**src/rtl/vga_scan_gen.sv**
```systemverilog
// VGA raster generator that fetches framebuffer pixels PIPE clocks ahead and
// delays sync/blank/position so they line up with the returned pixel data.
module vga_scan_gen #(
    parameter int CW    = 12,
    parameter int AW    = 19,
    parameter int HSIZE = 800,
    parameter int HFP   = 856,
    parameter int HSP   = 976,
    parameter int HMAX  = 1040,
    parameter int VSIZE = 600,
    parameter int VFP   = 637,
    parameter int VSP   = 643,
    parameter int VMAX  = 666,
    parameter bit HSPP  = 1'b1,
    parameter bit VSPP  = 1'b1,
    parameter int PIPE  = 2
) (
    input  logic          clk,
    input  logic          rst,
    input  logic          en,
    input  logic [AW-1:0] fb_base,
    output logic          fetch_en,
    output logic [AW-1:0] fetch_addr,
    output logic          hsync,
    output logic          vsync,
    output logic          data_enable,
    output logic [CW-1:0] hdata,
    output logic [CW-1:0] vdata,
    output logic          frame_start,
    output logic          vblank_irq
);

    localparam logic [CW-1:0] H_VIS  = CW'(HSIZE);
    localparam logic [CW-1:0] H_SYNA = CW'(HFP);
    localparam logic [CW-1:0] H_SYNB = CW'(HSP);
    localparam logic [CW-1:0] H_LAST = CW'(HMAX - 1);
    localparam logic [CW-1:0] V_VIS  = CW'(VSIZE);
    localparam logic [CW-1:0] V_SYNA = CW'(VFP);
    localparam logic [CW-1:0] V_SYNB = CW'(VSP);
    localparam logic [CW-1:0] V_LAST = CW'(VMAX - 1);

    logic          running;
    logic [CW-1:0] hcount;
    logic [CW-1:0] vcount;
    logic          h_end;
    logic          v_end;
    logic          boundary;

    assign h_end    = (hcount == H_LAST);
    assign v_end    = (vcount == V_LAST);
    // A stopped generator treats every edge as a frame boundary so en and
    // fb_base are picked up on the very next clock.
    assign boundary = !running || (h_end && v_end);
    assign fetch_en = running && (hcount < H_VIS) && (vcount < V_VIS);

    always_ff @(posedge clk or posedge rst) begin
        if (rst) begin
            running    <= 1'b0;
            hcount     <= '0;
            vcount     <= '0;
            fetch_addr <= '0;
        end else if (boundary) begin
            running    <= en;
            hcount     <= '0;
            vcount     <= '0;
            fetch_addr <= fb_base;
        end else begin
            hcount <= h_end ? '0 : hcount + CW'(1);
            if (h_end) begin
                vcount <= v_end ? '0 : vcount + CW'(1);
            end
            if (fetch_en) begin
                fetch_addr <= fetch_addr + AW'(1);
            end
        end
    end

    // Raw decode of the current raster position (inactive while stopped)
    logic          hs_raw;
    logic          vs_raw;
    logic          fs_raw;
    logic          vb_raw;
    logic [CW-1:0] h_raw;
    logic [CW-1:0] v_raw;

    always_comb begin
        hs_raw = ~HSPP;
        vs_raw = ~VSPP;
        fs_raw = 1'b0;
        vb_raw = 1'b0;
        h_raw  = '0;
        v_raw  = '0;
        if (running) begin
            if (hcount >= H_SYNA && hcount < H_SYNB) hs_raw = HSPP;
            if (vcount >= V_SYNA && vcount < V_SYNB) vs_raw = VSPP;
            fs_raw = (hcount == '0) && (vcount == '0);
            vb_raw = (hcount == '0) && (vcount == V_VIS);
            h_raw  = hcount;
            v_raw  = vcount;
        end
    end

    // Delay line: stage 0 captures the raw decode, stage PIPE-1 drives the pins
    logic          hs_p [PIPE];
    logic          vs_p [PIPE];
    logic          de_p [PIPE];
    logic          fs_p [PIPE];
    logic          vb_p [PIPE];
    logic [CW-1:0] h_p  [PIPE];
    logic [CW-1:0] v_p  [PIPE];

    always_ff @(posedge clk or posedge rst) begin
        if (rst) begin
            for (int i = 0; i < PIPE; i++) begin
                hs_p[i] <= ~HSPP;
                vs_p[i] <= ~VSPP;
                de_p[i] <= 1'b0;
                fs_p[i] <= 1'b0;
                vb_p[i] <= 1'b0;
                h_p[i]  <= '0;
                v_p[i]  <= '0;
            end
        end else begin
            hs_p[0] <= hs_raw;
            vs_p[0] <= vs_raw;
            de_p[0] <= fetch_en;
            fs_p[0] <= fs_raw;
            vb_p[0] <= vb_raw;
            h_p[0]  <= h_raw;
            v_p[0]  <= v_raw;
            for (int i = 1; i < PIPE; i++) begin
                hs_p[i] <= hs_p[i-1];
                vs_p[i] <= vs_p[i-1];
                de_p[i] <= de_p[i-1];
                fs_p[i] <= fs_p[i-1];
                vb_p[i] <= vb_p[i-1];
                h_p[i]  <= h_p[i-1];
                v_p[i]  <= v_p[i-1];
            end
        end
    end

    assign hsync       = hs_p[PIPE-1];
    assign vsync       = vs_p[PIPE-1];
    assign data_enable = de_p[PIPE-1];
    assign frame_start = fs_p[PIPE-1];
    assign vblank_irq  = vb_p[PIPE-1];
    assign hdata       = h_p[PIPE-1];
    assign vdata       = v_p[PIPE-1];

endmodule

```
**config.mk**
```make
export PLATFORM = sky130hd
export DESIGN_NAME = vga_scan_gen
export DESIGN_NICKNAME = d
export VERILOG_FILES = /design/src/rtl/vga_scan_gen.sv
export SDC_FILE = /design/constraint.sdc
export NUM_CORES = 1
export LEC_CHECK = 0
export BUFFER_PORTS_ARGS = -buffer_cell sky130_fd_sc_hd__buf_2
export CORE_MARGIN = 2
export CORE_UTILIZATION = 30
export DETAILED_ROUTE_END_ITERATION = 10
export GPL_TIMING_DRIVEN = 1
export PLACE_DENSITY = 0.51
export SYNTH_ARGS = -nofsm -noshare
export SYNTH_HDL_FRONTEND = slang
export SYNTH_SLANG_ARGS = --single-unit
```
**constraint.sdc**
```tcl
create_clock -name clk -period 10.2 [get_ports clk]
set_input_delay 2.04 -clock clk [delete_from_list [all_inputs] [get_ports clk]]
set_output_delay 2.04 -clock clk [all_outputs]
set_load 0.005 [all_outputs]
```
==> Implementation_results.wiki <==
{| class="wikitable"
! Metric !! Value
|-
| Switching power total || 0.1608 mW
|-
| Floorplan row count || between 40 and 50
|-
| Global routing usage summed across all routing layers || 12.60%
|-
| Total number of yosys warnings || 0
|-
| Number of global-route vias before repair || just over 3000
|-
| Fin crit period || between 4 and 5 ns
|-
| Final critical-path setup slack || between 5 and 6 ns
|-
| Design internal power || roughly 0.61 mW
|-
| Static leakage || 2.470 nW
|-
| MaxCap Viol Count || 0
|-
| Cell-by-cell listing of the critical path || nor3b_1, o2111ai_2, buf_4, inv_1, buf_2
|-
| Count of vias placed by the detailed router || between 2000 and 3000
|-
| Worst-skew pair later-pin latency || roughly 0.35 ns
|-
| Antenna-violating nets left || 0
|-
| Endpoint class of the critical path || output port
|-
| Fill cell instance count of the final layout || ~1500
|-
| DRT Pass-1 Iters || 4
|-
| Hold path cells || 0
|-
| Area of the core || 14480 um^2
|-
| Die outline width || approximately 130 um
|-
| Final period util || a little under half
|-
| Half-perimeter wire length after detailed placement || roughly 6300 um
|-
| Normalized max-slew margin || a little over a quarter
|-
| Slowest cell on the critical path || sky130_fd_sc_hd__dfrtp_1
|-
| Data required, critical path || 8.16 ns
|-
| Fraction of synthesized cell area taken by the top area cell type || 57.64%
|-
| Most common library cells after synthesis || sky130_fd_sc_hd__dfrtp_1 (102), sky130_fd_sc_hd__nor2_1 (36), sky130_fd_sc_hd__nand2_1 (27)
|-
| CTS-repair resized insts || 0
|-
| Clock tree from TritonCTS || done
|-
| Largest net degree at the start of global routing || between 50 and 60
|-
| Sequential share of the synthesized area || 57.64%
|-
| Reg2reg setup slack || 7.44 ns
|-
| Syn_nets || between 400 and 500
|-
| Initial Util || between 30% and 40%
|-
| Die footprint || roughly 16000 um^2
|-
| Number of H-tree levels || 3
|-
| Maximum resistive drop on vdd || 0.00006761 V
|-
| Most common flop cell mapped by yosys || sky130_fd_sc_hd__dfrtp_1
|-
| Clock Power Share || a little under half
|-
| Routed wire per std cell || 14.37 um
|-
| CP bufs+invs || 3
|-
| Port Buf Inserts || 70
|-
| Number of buffers inserted by hold repair at cts || 0
|-
| Post-detailed-route via-to-cell ratio || 4.649
|-
| Highest clock frequency the design can meet || 216.0 MHz
|-
| Area added between synthesis and finish || 15.15%
|-
| Path class of the lowest-slack min-delay path || reg2reg
|-
| Fraction of layout cells with a size suffix above 1 || between 20% and 30%
|-
| FF+latch count, synth || 102
|-
| Cell family with the largest share of critical-path delay || buffers and inverters
|-
| Unrepaired setup endpoints after global routing || false
|-
| Syn Area/Cell || ~11 um^2
|-
| Sw Share || around a fifth
|-
| Sort of element at the start of the critical path || flop
|-
| Share of synthesized flip-flops with an asynchronous set or reset || 100.0%
|-
| Final Hold Vio Count || 0
|-
| 1st-iter DRT viols || between 100 and 150
|-
| Count of boundary I/O pins || 71
|-
| Data arrival time of the critical path || 2.59 ns
|-
| Run status || completed
|-
| Final Max Tran Viols || 0
|-
| Reg power frac || between 50% and 60%
|-
| Maximum count of clock buffers along a single path || 2
|-
| Number of antenna diodes || 0
|-
| Final net count || 479
|-
| Wire length of the first global-routing pass || 15860 um
|-
| Setup-failing EPs final || 0
|-
| Worst Setup Path Type || reg2out
|-
| Num CTS Buffers || 9
|-
| Ranking of synthesized cells by area || sky130_fd_sc_hd__dfrtp_1 (58%), sky130_fd_sc_hd__buf_4 (4.4%), sky130_fd_sc_hd__nor2_1 (3.1%)
|-
| Vertical die dimension || 125.5 um
|-
| Worst reg-to-reg path cell count || 7
|-
| # DRC || 0
|-
| Cell taking the most area after synthesis || sky130_fd_sc_hd__dfrtp_1
|-
| Pre-CTS setup slack || approximately 5.9 ns
|-
| Max Clock Skew || 0.007031 ns
|-
| Synthesized cell area || roughly 4400 um^2
|-
| Number of sinks handled by clock tree synthesis || between 100 and 150
|-
| Initial antenna violation count || 0
|-
| Number of unique standard cell types used by synthesis || about 50
|-
| Largest fanout on the critical path || 22
|-
| Total length of routed wires || roughly 9000 um
|-
| Number of standard cells after synthesis || ~400
|-
| Final-layout setup total negative slack || 0 ns
|-
| Worst path depth || 5
|-
| Cell with the most instances after synthesis || sky130_fd_sc_hd__dfrtp_1
|-
| GR Overflow Total || 0
|-
| Placer's final routability congestion estimate || slightly above 0.8
|-
| Logic pwr share || 1.6%
|-
| Post-CTS Repair Setup Buffers || 0
|-
| Root buf cell || sky130_fd_sc_hd__clkbuf_16
|-
| Number of synthesized flops with an enable pin || 0
|-
| Power per cell area || between 150 and 200 nW/um^2
|-
| CTS clock-pin slew for the worst setup and hold paths || roughly 0.070 ns
|-
| Transition time of the tightest slew-check pin || between 1 and 1.5 ns
|-
| Slowest stage delay, CP || ~0.73 ns
|}
final timing paths:
kind	to	startpoint
setup / recovery	fetch_en	running
min in group asynchronous	hdata[6]	rst
hold reg to reg	data_enable	de_p[1]
max in group asynchronous	hdata[9]	rst
setup reg to reg	fetch_addr[0]	running
hold / removal	data_enable	de_p[1]
layout make-up:
cell class / instances / area (um^2) / share of cell area (%)
repair buffers: 74 / 380.4 / 7.460
multi-input cells: 243 / 1544 / 30.28
inverters: 20 / 77.57 / 1.521
flip-flops and latches: 102 / 2552 / 50.06
clock buffers: 11 / 252.7 / 4.957
clock inverters: 5 / 61.31 / 1.202
well taps: 184 / 230.2 / 4.515
cells by family after synthesis:
group | synth area share (%)
simple gates | 19.81
flops | 57.64
fa+ha+maj | 1.978
xor+xnor | 4.747
compound gates | 7.968
mux | 0.2261
buf+inv | 7.629
sequential cells by signal (all words and copies together), names as in the netlist, 12 cells and up:
signal	count
hdata	12
v_p	12
vdata	12
fetch_addr	19
h_p	12
vcount	12
hcount	12
through the flow:
step / power, mW / util [%] / cells / hold slack, ns / cell area, um^2
after floorplan: 0.4182 / - / 403 / 0.3312 / 4428
after global placement: 0.4251 / 33.05 / 623 / 0.3357 / 4785
after detailed placement: 0.4254 / 33.05 / 623 / 0.3347 / 4785
after CTS: 0.7876 / 35.21 / 639 / 0.3497 / 5099
after global routing: 0.8071 / 35.21 / 639 / 0.3543 / 5099
final: 0.7741 / 35.21 / 639 / 0.3462 / 5099
metal layers:
layer	GRT usage [%]	part of all wire (%)	up-vias	routed length [um]
met1	17.50	48	1436	4375
met4	3.791	1.1	0	103
met2	18.09	43	97	3969
met5	0	0	-	0
li1	-	-	1433	-
met3	5.092	8.0	5	734
power by group through the flow:
stage                     logic (mW)  clock network (mW)  registers (mW)
after detailed placement      0.0133                   0           0.412
after floorplan              0.00608                   0           0.412
after CTS                     0.0133               0.370           0.404
after global placement        0.0131                   0           0.412
after global routing          0.0150               0.388           0.404
final                         0.0125               0.357           0.404
cell usage in the layout (no fill, tap or decap), drive strengths merged, types with 7 or more instances in the layout:
cell	n
a21oi	19
and2	18
and3	11
buf	74
clkbuf	11
dfrtp	102
ha	7
inv	22
nand2	27
nand3	18
nor2	37
nor3	15
o21ai	19
xnor2	11
xor2	13
Power figures use the tool's default switching activity.
